File: src/rtl/encoder_4x2_reg_if.sv
// Handshake bundle for the registered priority encoder: request side, result side and debug counter.
// The encoder itself connects through the slave modport.
interface encoder_4x2_reg_if #(
  parameter int N_IN      = 4,
  parameter int W_OUT     = 2,
  parameter int ERR_CNT_W = 8
);
  logic                 in_valid;
  logic                 in_ready;
  logic [N_IN-1:0]      I;
  logic                 En;
  logic                 out_valid;
  logic                 out_ready;
  logic [W_OUT-1:0]     Y;
  logic                 V;
  logic                 multi;
  logic                 err_clr;
  logic [ERR_CNT_W-1:0] err_cnt;

  modport master (
    output in_valid, I, En, out_ready, err_clr,
    input  in_ready, out_valid, Y, V, multi, err_cnt
  );

  modport slave (
    input  in_valid, I, En, out_ready, err_clr,
    output in_ready, out_valid, Y, V, multi, err_cnt
  );
endinterface

File: src/rtl/encoder_4x2_reg.sv
// Registered MSB-priority encoder behind a one-entry valid/ready output stage,
// with a saturating count of accepted multi-hot requests.
module encoder_4x2_reg #(
  parameter int N_IN      = 4,
  parameter int W_OUT     = 2,
  parameter int ERR_CNT_W = 8
) (
  input logic              clk,
  input logic              rst,
  encoder_4x2_reg_if.slave bus
);

  typedef enum logic {EMPTY, FULL} state_e;

  state_e               state_q, state_d;
  logic [W_OUT-1:0]     y_q, y_d;
  logic                 v_q, v_d;
  logic                 multi_q, multi_d;
  logic [ERR_CNT_W-1:0] err_cnt_q, err_cnt_d;

  logic [W_OUT-1:0]     enc_y;
  logic                 enc_v;
  logic                 enc_multi;
  logic                 in_ready;
  logic                 accept;

  // Later iterations overwrite earlier ones, so the highest set bit wins.
  // NOTE: every variable assigned in always_comb gets a default first; a missing default infers a latch.
  always_comb begin
    enc_y = '0;
    for (int i = 0; i < N_IN; i++) begin
      if (bus.I[i]) enc_y = W_OUT'(i);
    end
    if (!bus.En) enc_y = '0;
    enc_v     = bus.En & (|bus.I);
    // x & (x-1) clears the lowest set bit; anything left means two or more bits were set.
    enc_multi = bus.En & (|(bus.I & (bus.I - N_IN'(1))));
  end

  // in_ready depends only on state and out_ready, never on in_valid.
  assign in_ready = (state_q == EMPTY) | bus.out_ready;
  assign accept   = bus.in_valid & in_ready;

  always_comb begin
    state_d   = state_q;
    y_d       = y_q;
    v_d       = v_q;
    multi_d   = multi_q;
    err_cnt_d = err_cnt_q;

    if (accept) begin
      state_d = FULL;
      y_d     = enc_y;
      v_d     = enc_v;
      multi_d = enc_multi;
    end else if (bus.out_ready) begin
      state_d = EMPTY;
    end

    if (bus.err_clr) begin
      err_cnt_d = '0;
    end else if (accept && enc_multi && !(&err_cnt_q)) begin
      err_cnt_d = err_cnt_q + ERR_CNT_W'(1);
    end
  end

  // NOTE: sequential state uses non-blocking assignments so every flop samples pre-edge values.
  always_ff @(posedge clk or posedge rst) begin
    if (rst) begin
      state_q   <= EMPTY;
      y_q       <= '0;
      v_q       <= 1'b0;
      multi_q   <= 1'b0;
      err_cnt_q <= '0;
    end else begin
      state_q   <= state_d;
      y_q       <= y_d;
      v_q       <= v_d;
      multi_q   <= multi_d;
      err_cnt_q <= err_cnt_d;
    end
  end

  assign bus.in_ready  = in_ready;
  assign bus.out_valid = (state_q == FULL);
  assign bus.Y         = y_q;
  assign bus.V         = v_q;
  assign bus.multi     = multi_q;
  assign bus.err_cnt   = err_cnt_q;

endmodule
File: src/flat_wrapper.sv
// flat-port wrapper written by rule: the top's interface ports become plain ports
module encoder_4x2_reg_flat 
#(
  parameter int N_IN      = 4,
  parameter int W_OUT     = 2,
  parameter int ERR_CNT_W = 8
)
  (clk, rst, bus_in_valid, bus_I, bus_En, bus_out_ready, bus_err_clr, bus_in_ready, bus_out_valid, bus_Y, bus_V, bus_multi, bus_err_cnt);
  encoder_4x2_reg_if #(.N_IN(N_IN), .W_OUT(W_OUT), .ERR_CNT_W(ERR_CNT_W)) bus_i ();
  input logic clk;
  input logic rst;
  input wire logic [$bits(bus_i.in_valid)-1:0] bus_in_valid;
  input wire logic [$bits(bus_i.I)-1:0] bus_I;
  input wire logic [$bits(bus_i.En)-1:0] bus_En;
  input wire logic [$bits(bus_i.out_ready)-1:0] bus_out_ready;
  input wire logic [$bits(bus_i.err_clr)-1:0] bus_err_clr;
  output wire logic [$bits(bus_i.in_ready)-1:0] bus_in_ready;
  output wire logic [$bits(bus_i.out_valid)-1:0] bus_out_valid;
  output wire logic [$bits(bus_i.Y)-1:0] bus_Y;
  output wire logic [$bits(bus_i.V)-1:0] bus_V;
  output wire logic [$bits(bus_i.multi)-1:0] bus_multi;
  output wire logic [$bits(bus_i.err_cnt)-1:0] bus_err_cnt;
  assign bus_i.in_valid = bus_in_valid;
  assign bus_i.I = bus_I;
  assign bus_i.En = bus_En;
  assign bus_i.out_ready = bus_out_ready;
  assign bus_i.err_clr = bus_err_clr;
  assign bus_in_ready = bus_i.in_ready;
  assign bus_out_valid = bus_i.out_valid;
  assign bus_Y = bus_i.Y;
  assign bus_V = bus_i.V;
  assign bus_multi = bus_i.multi;
  assign bus_err_cnt = bus_i.err_cnt;
  encoder_4x2_reg #(.N_IN(N_IN), .W_OUT(W_OUT), .ERR_CNT_W(ERR_CNT_W)) u_core (.clk(clk), .rst(rst), .bus(bus_i));
endmodule
File: config.mk
export PLATFORM = sky130hd
export DESIGN_NAME = encoder_4x2_reg_flat
export DESIGN_NICKNAME = d
export VERILOG_FILES = /design/src/rtl/encoder_4x2_reg_if.sv /design/src/rtl/encoder_4x2_reg.sv /design/src/flat_wrapper.sv
export SDC_FILE = /design/constraint.sdc
export NUM_CORES = 1
export LEC_CHECK = 0
export ABC_AREA = 1
export BUFFER_PORTS_ARGS = -buffer_cell sky130_fd_sc_hd__buf_4
export CORE_MARGIN = 1.5
export CORE_UTILIZATION = 30
export CTS_CLUSTER_DIAMETER = 30
export DETAILED_ROUTE_END_ITERATION = 8
export PLACE_DENSITY = 0.61
export SYNTH_ARGS = -nofsm -noshare
export SYNTH_HDL_FRONTEND = slang
export SYNTH_SLANG_ARGS = --single-unit
File: constraint.sdc
create_clock -name clk -period 1.9 [get_ports clk]
set_input_delay 0.19 -clock clk [delete_from_list [all_inputs] [get_ports clk]]
set_output_delay 0.19 -clock clk [all_outputs]
set_load 0.01 [all_outputs]
==> results of run 1 <==
power by group:
| group | leakage, nW | switching, mW | internal [mW] | total (mW) |
|---|---|---|---|---|
| Combinational | 0.364 | 0.0814 | 0.0746 | 0.156 |
| Sequential | 0.171 | 0.0234 | 0.300 | 0.324 |
| Clock | 0.0150 | 0.0929 | 0.0813 | 0.174 |
placed cells by master, fill, tap and decap left out, drive strengths merged:
cell type,instances
clkbuf,4
ha,1
xnor2,1
o21bai,2
clkinv,2
inv,11
dlygate4sd3,1
a22o,1
nand2,46
o31ai,1
buf,23
xor2,2
a21oi,1
dfrtp,13
nand3,13
nor2,14
stage by stage:
step	cells	power, mW
2_1_floorplan	109	0.412
3_3_place_gp	161	0.482
3_5_place_dp	161	0.484
4_1_cts	166	0.666
5_1_grt	166	0.707
6_report	166	0.654
worst max-delay path, cell delays in order, from the launching register on:
cell and delay (ns):
dfrtp_1 0.44, ha_1 0.25, nand3_2 0.12, clkinv_1 0.08, nand2_2 0.08, nand3_4 0.14, nand2_4 0.13, nand2_1 0.06
nand2_1 0.06
final cells by class:
class                   count  share of cell area
multi-input cells          82               0.405
flip-flops and latches     13               0.312
repair buffers             24               0.175
inverters                  13              0.0468
well taps                  30              0.0360
clock buffers               4              0.0252
kinds of logic after synthesis:
logic type / share of synthesized area
buffers and inverters: 0.0671
DFF: 0.406
xor gates and xnor gates: 0.0328
AOI/OAI and AO/OA: 0.0452
adders and majority gates: 0.0156
and+or+nand+nor: 0.434
registers in the layout, summed over array words and instances, names as in the netlist:
signal	count
u_core.bus.err_cnt	8
u_core.bus.Y	2
u_core.bus.V	1
u_core.bus.multi	1
u_core.bus.out_valid	1
how the worst max path moves through the flow:
stage | slack, ns | to
after floorplan | 0.57 | u_core.bus.err_cnt[7]$_DFFE_PP0P_
after global placement | 0.53 | u_core.bus.err_cnt[2]$_DFFE_PP0P_
after detailed placement | 0.48 | u_core.bus.err_cnt[2]$_DFFE_PP0P_
after CTS | 0.46 | u_core.bus.err_cnt[2]$_DFFE_PP0P_
after global routing | 0.35 | u_core.bus.err_cnt[7]$_DFFE_PP0P_
final | 0.47 | u_core.bus.err_cnt[0]$_DFFE_PP0P_
layer usage:
metal | routed length [microns] | vias to the layer above
met4 | 22 | 0
met5 | 0 | -
met1 | 813 | 328
met3 | 136 | 4
li1 | - | 392
met2 | 742 | 22
what timing repair did:
item,CTS,global route
endpoints found under the hold margin,13,0
setup endpoints to repair,0,0
hold buffers,1,0
==> results.cfg, run 1 <==
[final_layout]
seq_area_sq_um = 325
area_delta_synth_final_pct = 30.1
antenna_cells = 0
nFillCells = 276
finalNetCount = 148
multi_input_area_sq_um = 423
post-route-util = 0.417
layout-drive-gt1-share = 0.250
design_area_sq_um = 1040

[yosys]
synth-async-reset-ratio = 1.00
synthDistinctLibCells = 19
synth_top_cell_by_area = dfrtp_1
ys_seq_elements = 13
avgSynthCellArea_sq_um = 7.36
synth-main-ff-cell = dfrtp_1
synth.most_common_cell = nand2_1
syn_area_sq_um = 802
synth_enable_flop_cells = 0
yosys-top-cells-count = nand2_1 (42), dfrtp_1 (13), nor2_1 (12)
ys_warn_count = 0
synth_cells = 109
syn_nets = 120
synth_top_cell_area_share = 0.406
synth_area_leaders = dfrtp_1 (41%), nand2_1 (20%), nand3_1 (6.9%)
yosysSeqAreaShare = 0.406

[clock_tree]
postCtsSetupRepairBufs = 0
cts_tree = yes
h-tree-depth = 1
post_cts_resized = 0
clkLatencyLatePin_ns = 0.27
numClockSinks = 13
clk_pin_slew_ns = 0.08
cts_made_buffers = 3
clockRootBuffer = clkbuf_4
clock_path_buffers = 2

[global_route]
grt.met2_usage = 0.202
grt_pass1_wl_mm = 2.77
grt_pass1_vias = 650
antenna_found_initial = 0
grt_usage = 0.132
grt_use_met3 = 0.0328
grt-ovfl-total = 0
grt_max_degree = 14
grt_busiest_layer = met2
grtUsageMet1 = 0.176

[route]
drt_iter0_drc = 10
drc = 0
firstDrtPassIters = 4
num_vias = 746
wl_mm = 1.71
wire_per_inst_microns = 10.3
viasPerCell = 4.49
ant_nets = 0

[timing]
relSlewSlack = 0.655
fin_crit_sh = 0.754
setup_viol = 0
hold_violations = 0
fin_worst_skew_ns = 0.00118
fin_ws_ns = 0.467
drv_slew = 0
grt_setup_unrepaired = false
period_needed_ns = 1.43
holdWs_ns = 0.174
max_freq_ghz = 0.698
tightest_slew_ns = 0.517
tns_ns = 0

[floorplan]
fp-row-count = 18
core_area_sq_um = 2500
die_h_microns = 54.7
start_util = 0.321
dieArea_sq_um = 2990
pin_count = 24
die_w_microns = 54.7

[worst_setup_path]
crit_fanout = 9
cp-start-kind = register
r2r-start = u_core.bus.err_cnt[0]$_DFFE_PP0P_
required_ns = 2.11
cp-startpoint = u_core.bus.err_cnt[0]$_DFFE_PP0P_
r2r-end = u_core.bus.err_cnt[0]$_DFFE_PP0P_
worstSetupEndpointType = register
cp.arrival_ns = 1.65
critPathKind = reg -> reg
worstRegToRegCells = 8
reg2reg_setup_slack_ns = 0.47

[hold_path]
min_to = u_core.bus.out_valid$_DFFE_PP0P_
min_path_cells = 3
hold_start = bus_in_valid
hp-class = in -> reg

[pwr]
ir_drop_mv = 0.358
powerDensity_nw_per_um2 = 627
total_leakage_power_nw = 0.550

[status]
status = complete, no violations

[placed_design]
place.gp.congestion = 0.806
io_buffers = 23
place_hpwl_mm = 1.28
dpl_cell_area_sq_um = 1010
dp_slack_ns = 0.478

[run]
maxCapViolCount = 0
Note: power is estimated with default switching activity, not from simulation.
==> inputs of run 2 (changes only) <==
--- a/config.mk
+++ b/config.mk
@@ -11,7 +11,7 @@
 export CORE_UTILIZATION = 30
 export CTS_CLUSTER_DIAMETER = 30
 export DETAILED_ROUTE_END_ITERATION = 8
-export PLACE_DENSITY = 0.61
+export PLACE_DENSITY = 0.63
 export SYNTH_ARGS = -nofsm -noshare
 export SYNTH_HDL_FRONTEND = slang
 export SYNTH_SLANG_ARGS = --single-unit
==> constraint.sdc (replaced) <==
create_clock -name clk -period 1.2 [get_ports clk]
set_input_delay 0.12 -clock clk [delete_from_list [all_inputs] [get_ports clk]]
set_output_delay 0.12 -clock clk [all_outputs]
set_load 0.01 [all_outputs]
==> results.cfg, run 2 (synthesis results as in run 1) <==
[global_route]
grt_usage = 0.152
antenna_found_initial = 0
grt-ovfl-total = 0
grt_pass1_vias = 756
grt_max_degree = 14
grt_pass1_wl_mm = 3.19

[clock_tree]
clock_path_buffers = 2
numClockSinks = 13
h-tree-depth = 1
clk_pin_slew_ns = 0.08
cts_made_buffers = 3
cts_tree = yes
clockRootBuffer = clkbuf_4
clkLatencyLatePin_ns = 0.28

[floorplan]
die_h_microns = 54.7
die_w_microns = 54.7
pin_count = 24
core_area_sq_um = 2500
fp-row-count = 18
dieArea_sq_um = 2990
start_util = 0.321

[hold_path]
hp-class = in -> reg

[pwr]
ir_drop_mv = 0.448
powerDensity_nw_per_um2 = 916
total_leakage_power_nw = 0.634

[worst_setup_path]
cp-start-kind = register
reg2reg_setup_slack_ns = -0.06
required_ns = 1.42
critPathKind = reg -> reg
crit_fanout = 8
worstSetupEndpointType = register
cp.arrival_ns = 1.47

[timing]
fin_crit_sh = 1.05
fin_ws_ns = -0.0552
fin_worst_skew_ns = 0.00463
drv_slew = 0
relSlewSlack = 0.669
setup_viol = 8
hold_violations = 0
max_freq_ghz = 0.797
grt_setup_unrepaired = true
period_needed_ns = 1.26
tightest_slew_ns = 0.496
tns_ns = -0.356

[placed_design]
place_hpwl_mm = 1.51
dpl_cell_area_sq_um = 1120
place.gp.congestion = 0.820
io_buffers = 23
post-place-cells = 174

[route]
drt_iter0_drc = 7
ant_nets = 0
wire_per_inst_microns = 11.1
wl_mm = 1.99
viasPerCell = 4.60
firstDrtPassIters = 4
num_vias = 828
drc = 0

[final_layout]
post-route-util = 0.476
largest_reg_flops = 8
antenna_cells = 0
finalNetCount = 162
area_delta_synth_final_pct = 48.5
nFillCells = 251
final_common_cell = nand2_1
final_cells = 180
design_area_sq_um = 1190
final_cell_mix = nand2_1 (42), buf_4 (36), inv_1 (11), nor2_1 (11), dfrtp_1 (11)
layout-drive-gt1-share = 0.360

[run]
maxCapViolCount = 0

[status]
status = complete, but fails checks
failed_checks = negative setup slack
## run 2: routing by layer
layer / share of wire / track usage
met1: 0.45 / 0.174
met5: 0 / 0
met4: 0.018 / 0.0750
met3: 0.058 / 0.0246
met2: 0.48 / 0.270
## run 2: final timing paths
path                            depth (start not counted)                                 to                               from
worst max-delay path                                    8  u_core.bus.err_cnt[1]$_DFFE_PP0P_  u_core.bus.err_cnt[0]$_DFFE_PP0P_
worst min-delay path                                    4   u_core.bus.out_valid$_DFFE_PP0P_                      bus_out_ready
worst max register to register                          8  u_core.bus.err_cnt[1]$_DFFE_PP0P_  u_core.bus.err_cnt[0]$_DFFE_PP0P_
worst min register to register                          2        u_core.bus.Y[0]$_DFFE_PP0P_        u_core.bus.Y[0]$_DFFE_PP0P_
max in group asynchronous                               3  u_core.bus.err_cnt[0]$_DFFE_PP0P_                                rst
min in group asynchronous                               3  u_core.bus.err_cnt[1]$_DFFE_PP0P_                                rst
## run 2: metrics by stage
| stage | setup slack (ns) | power (mW) | hold WS, ns |
|---|---|---|---|
| 6_report | -0.0552 | 1.09 | 0.134 |
| 5_1_grt | -0.143 | 1.16 | 0.143 |
| 4_1_cts | -0.0508 | 1.10 | 0.137 |
| 3_3_place_gp | -0.0363 | 0.804 | 0.179 |
| 2_1_floorplan | -0.0831 | 0.658 | -0.00311 |
| 3_5_place_dp | -0.0865 | 0.810 | 0.182 |
## run 2: worst max-delay path: stages, from the launching register on
cell and delay, ns:
dfrtp_2 0.43, ha_4 0.17, nand3_4 0.10, clkinv_4 0.06
nand2_4 0.07, nand3_4 0.11, nand2_4 0.12, nand2_1 0.07
nand2_1 0.06
## run 2: area by class of cell
type,instances,area [sq um],share of cell area
Multi-Input combinational cell,83,465,0.391
Sequential cell,13,328,0.275
Timing Repair Buffer,37,280,0.235
Inverter,13,53.8,0.0452
Tap cell,30,37.5,0.0315
Clock buffer,4,26.3,0.0221
## run 2: power breakdown
| group | switching [mW] | internal (mW) | total [mW] |
|---|---|---|---|
| sequential | 0.0343 | 0.477 | 0.511 |
| clock | 0.141 | 0.129 | 0.270 |
| combinational | 0.157 | 0.152 | 0.309 |
## run 2: timing repair
item	4_1_cts	5_1_grt
resized for setup	5	1
cloned	1	0
endpoints found under the setup margin	8	9
pin swaps	7	1
endpoints found under the hold margin	13	0
hold buffers	1	0
buffers inserted	1	0
==> inputs of run 3 (changes only) <==
--- a/config.mk
+++ b/config.mk
@@ -5,13 +5,12 @@
 export SDC_FILE = /design/constraint.sdc
 export NUM_CORES = 1
 export LEC_CHECK = 0
-export ABC_AREA = 1
 export BUFFER_PORTS_ARGS = -buffer_cell sky130_fd_sc_hd__buf_4
 export CORE_MARGIN = 1.5
 export CORE_UTILIZATION = 30
 export CTS_CLUSTER_DIAMETER = 30
 export DETAILED_ROUTE_END_ITERATION = 8
-export PLACE_DENSITY = 0.63
+export PLACE_DENSITY = 0.64
 export SYNTH_ARGS = -nofsm -noshare
 export SYNTH_HDL_FRONTEND = slang
 export SYNTH_SLANG_ARGS = --single-unit
==> results.cfg, run 3 <==
[timing]
setup_viol = 8
fin_ws_ns = -0.332
fin_worst_skew_ns = 0.0101
hold_violations = 0
period_needed_ns = 1.53
relSlewSlack = 0.648
drv_slew = 0
grt_setup_unrepaired = true
tns_ns = -2.43
max_freq_ghz = 0.653
tightest_slew_ns = 0.528
fin_crit_sh = 1.28

[hold_path]
hp-class = in -> reg

[worst_setup_path]
critPathBufInv = 1
cp_slowest_cell = or4_4
cp.arrival_ns = 1.73
cp-start-kind = register
crit_fanout = 4
critical-path-max-stage-delay_ns = 0.41
path_cells = ha_2, nand3_2, o211ai_4, buf_6, or4_4, a21oi_2
crit_family = simple AND/OR/NAND/NOR gates
critPathKind = reg -> reg
worstSetupEndpointType = register
required_ns = 1.40

[global_route]
grt-ovfl-total = 0
grt_pass1_wl_mm = 3.33
grt_pass1_vias = 774
antenna_found_initial = 0
grt_max_degree = 14
grt_usage = 0.161

[pwr]
swShare = 0.282
power_frac_seq = 0.483
intPower_uw = 705
power.share.clock = 0.286
ir_drop_mv = 0.523
total_leakage_power_nw = 0.551
p_switching_uw = 277
powerDensity_nw_per_um2 = 802
combinationalPowerShare = 0.230

[yosys]
ys_warn_count = 0
ys_seq_elements = 13
syn_area_sq_um = 741
syn_nets = 84
synth_cells = 73
yosys-top-cells-count = dfrtp_1 (13), o21ai_0 (8), nand2_1 (6)
synth.most_common_cell = dfrtp_1
synth-async-reset-ratio = 1.00
synth-main-ff-cell = dfrtp_1
synth_top_cell_by_area = dfrtp_1
synth_enable_flop_cells = 0
synth_area_leaders = dfrtp_1 (44%), o21ai_0 (5.4%), o31ai_1 (4.1%)
synth_top_cell_area_share = 0.439
avgSynthCellArea_sq_um = 10.1
yosysSeqAreaShare = 0.439
synthDistinctLibCells = 29

[status]
failed_checks = negative setup slack
status = complete, but fails checks

[route]
viasPerCell = 5.02
wire_per_inst_microns = 13.9
ant_nets = 0
drc = 0
num_vias = 738
wl_mm = 2.04
firstDrtPassIters = 3
drt_iter0_drc = 11

[run]
maxCapViolCount = 0

[floorplan]
core_area_sq_um = 2280
pin_count = 24
die_h_microns = 52.7
dieArea_sq_um = 2780
start_util = 0.325
die_w_microns = 52.7
fp-row-count = 17

[clock_tree]
clockRootBuffer = clkbuf_4
clk_pin_slew_ns = 0.09
h-tree-depth = 1
cts_tree = yes
cts_made_buffers = 3
clkLatencyLatePin_ns = 0.28
numClockSinks = 13
clock_path_buffers = 2

[final_layout]
final_common_cell = buf_4
area_delta_synth_final_pct = 65.2
layout-drive-gt1-share = 0.613
post-route-util = 0.538
final_cell_mix = buf_4 (39), dfrtp_1 (11), o21ai_0 (7)
largest_reg_flops = 8
antenna_cells = 0
finalNetCount = 131
final_cells = 147

[placed_design]
place.gp.congestion = 0.763
place_hpwl_mm = 1.35
io_buffers = 23
post-place-cells = 137
[run 3: cell count changes in the layout (fill, tap and decap cells not counted), sizes merged, moves of 3 or more]
cell and delta:
nand2 -40, nand3 -11, nor2 -11, buf +8, o21ai +8, inv -7
a21oi +4, or4 +4, o31ai +3
[run 3: power by group through the flow]
stage,clock (mW),combinational [mW],sequential [mW]
floorplan,0,0.0802,0.492
global placement,0,0.185,0.480
detailed placement,0,0.188,0.481
CTS,0.287,0.215,0.473
global route,0.322,0.247,0.477
finish,0.281,0.226,0.474
[run 3: final timing paths]
kind | from | endpoint | slack, ns | depth (start not counted)
min in group asynchronous | rst | u_core.bus.err_cnt[5]$_DFFE_PP0P_ | 0.43 | 3
setup / recovery | u_core.bus.err_cnt[1]$_DFFE_PP0P_ | u_core.bus.err_cnt[2]$_DFFE_PP0P_ | -0.33 | 6
setup reg to reg | u_core.bus.err_cnt[1]$_DFFE_PP0P_ | u_core.bus.err_cnt[2]$_DFFE_PP0P_ | -0.33 | 6
hold reg to reg | u_core.bus.multi$_DFFE_PP0P_ | u_core.bus.multi$_DFFE_PP0P_ | 0.50 | 2
hold / removal | bus_err_clr | u_core.bus.err_cnt[3]$_DFFE_PP0P_ | 0.08 | 2
max in group asynchronous | rst | u_core.bus.err_cnt[2]$_DFFE_PP0P_ | 0.38 | 3
[run 3: layer usage]
metal / up-vias / GRT usage / part of all wire / wire length (microns)
met2: 22 / 0.273 / 0.50 / 1020
li1: 364 / - / - / -
met3: 0 / 0.0314 / 0.046 / 94
met5: - / 0 / 0 / 0
met1: 352 / 0.212 / 0.45 / 927
met4: 0 / 0.0256 / 0 / 0
[run 3: cell families (layout without fill, tap and decap cells)]
kind of cell,Yosys count,count (layout),share of synthesized area
multiplexers,2,2,0.0355
flip-flops,13,13,0.439
adder cells (fa/ha/maj),2,2,0.0321
buffers and inverters,7,53,0.0557
AND/OR/NAND/NOR,28,28,0.240
AO/OA/AOI/OAI,21,21,0.198
[run 3: per-stage QoR]
| step | total power [mW] | setup WS [ns] | hold WS [ns] | area (sq um) |
|---|---|---|---|---|
| detailed placement | 0.669 | -0.442 | 0.206 | 1060 |
| global route | 1.05 | -0.411 | 0.0740 | 1220 |
| floorplan | 0.572 | -0.403 | -0.00318 | 757 |
| CTS | 0.975 | -0.338 | 0.0597 | 1170 |
| global placement | 0.665 | -0.422 | 0.195 | 1060 |
| finish | 0.982 | -0.332 | 0.0789 | 1220 |
[run 3: layout make-up]
class | count | area [sq um]
clock buffers | 4 | 26.3
fillers | 207 | 1050
inverters | 4 | 15.0
multi-input cells | 53 | 460
flip-flops and latches | 13 | 328
well taps | 28 | 35.0
repair buffers | 45 | 359
[run 3: worst register-to-register path: cells and delay by family, from the launching register on]
kind	cells	cell delay, ns
simple gates	2	0.49
compound gates	2	0.25
buf+inv	1	0.14
flops	1	0.39
fa+ha+maj	1	0.20
[run 3: what timing repair did]
action | 4_1_cts | 5_1_grt
hold endpoints to repair | 13 | 0
hold buffers | 1 | 0
gates resized for setup | 8 | 14
pin swaps | 6 | 4
setup endpoints to repair | 8 | 12
setup buffers | 5 | 0
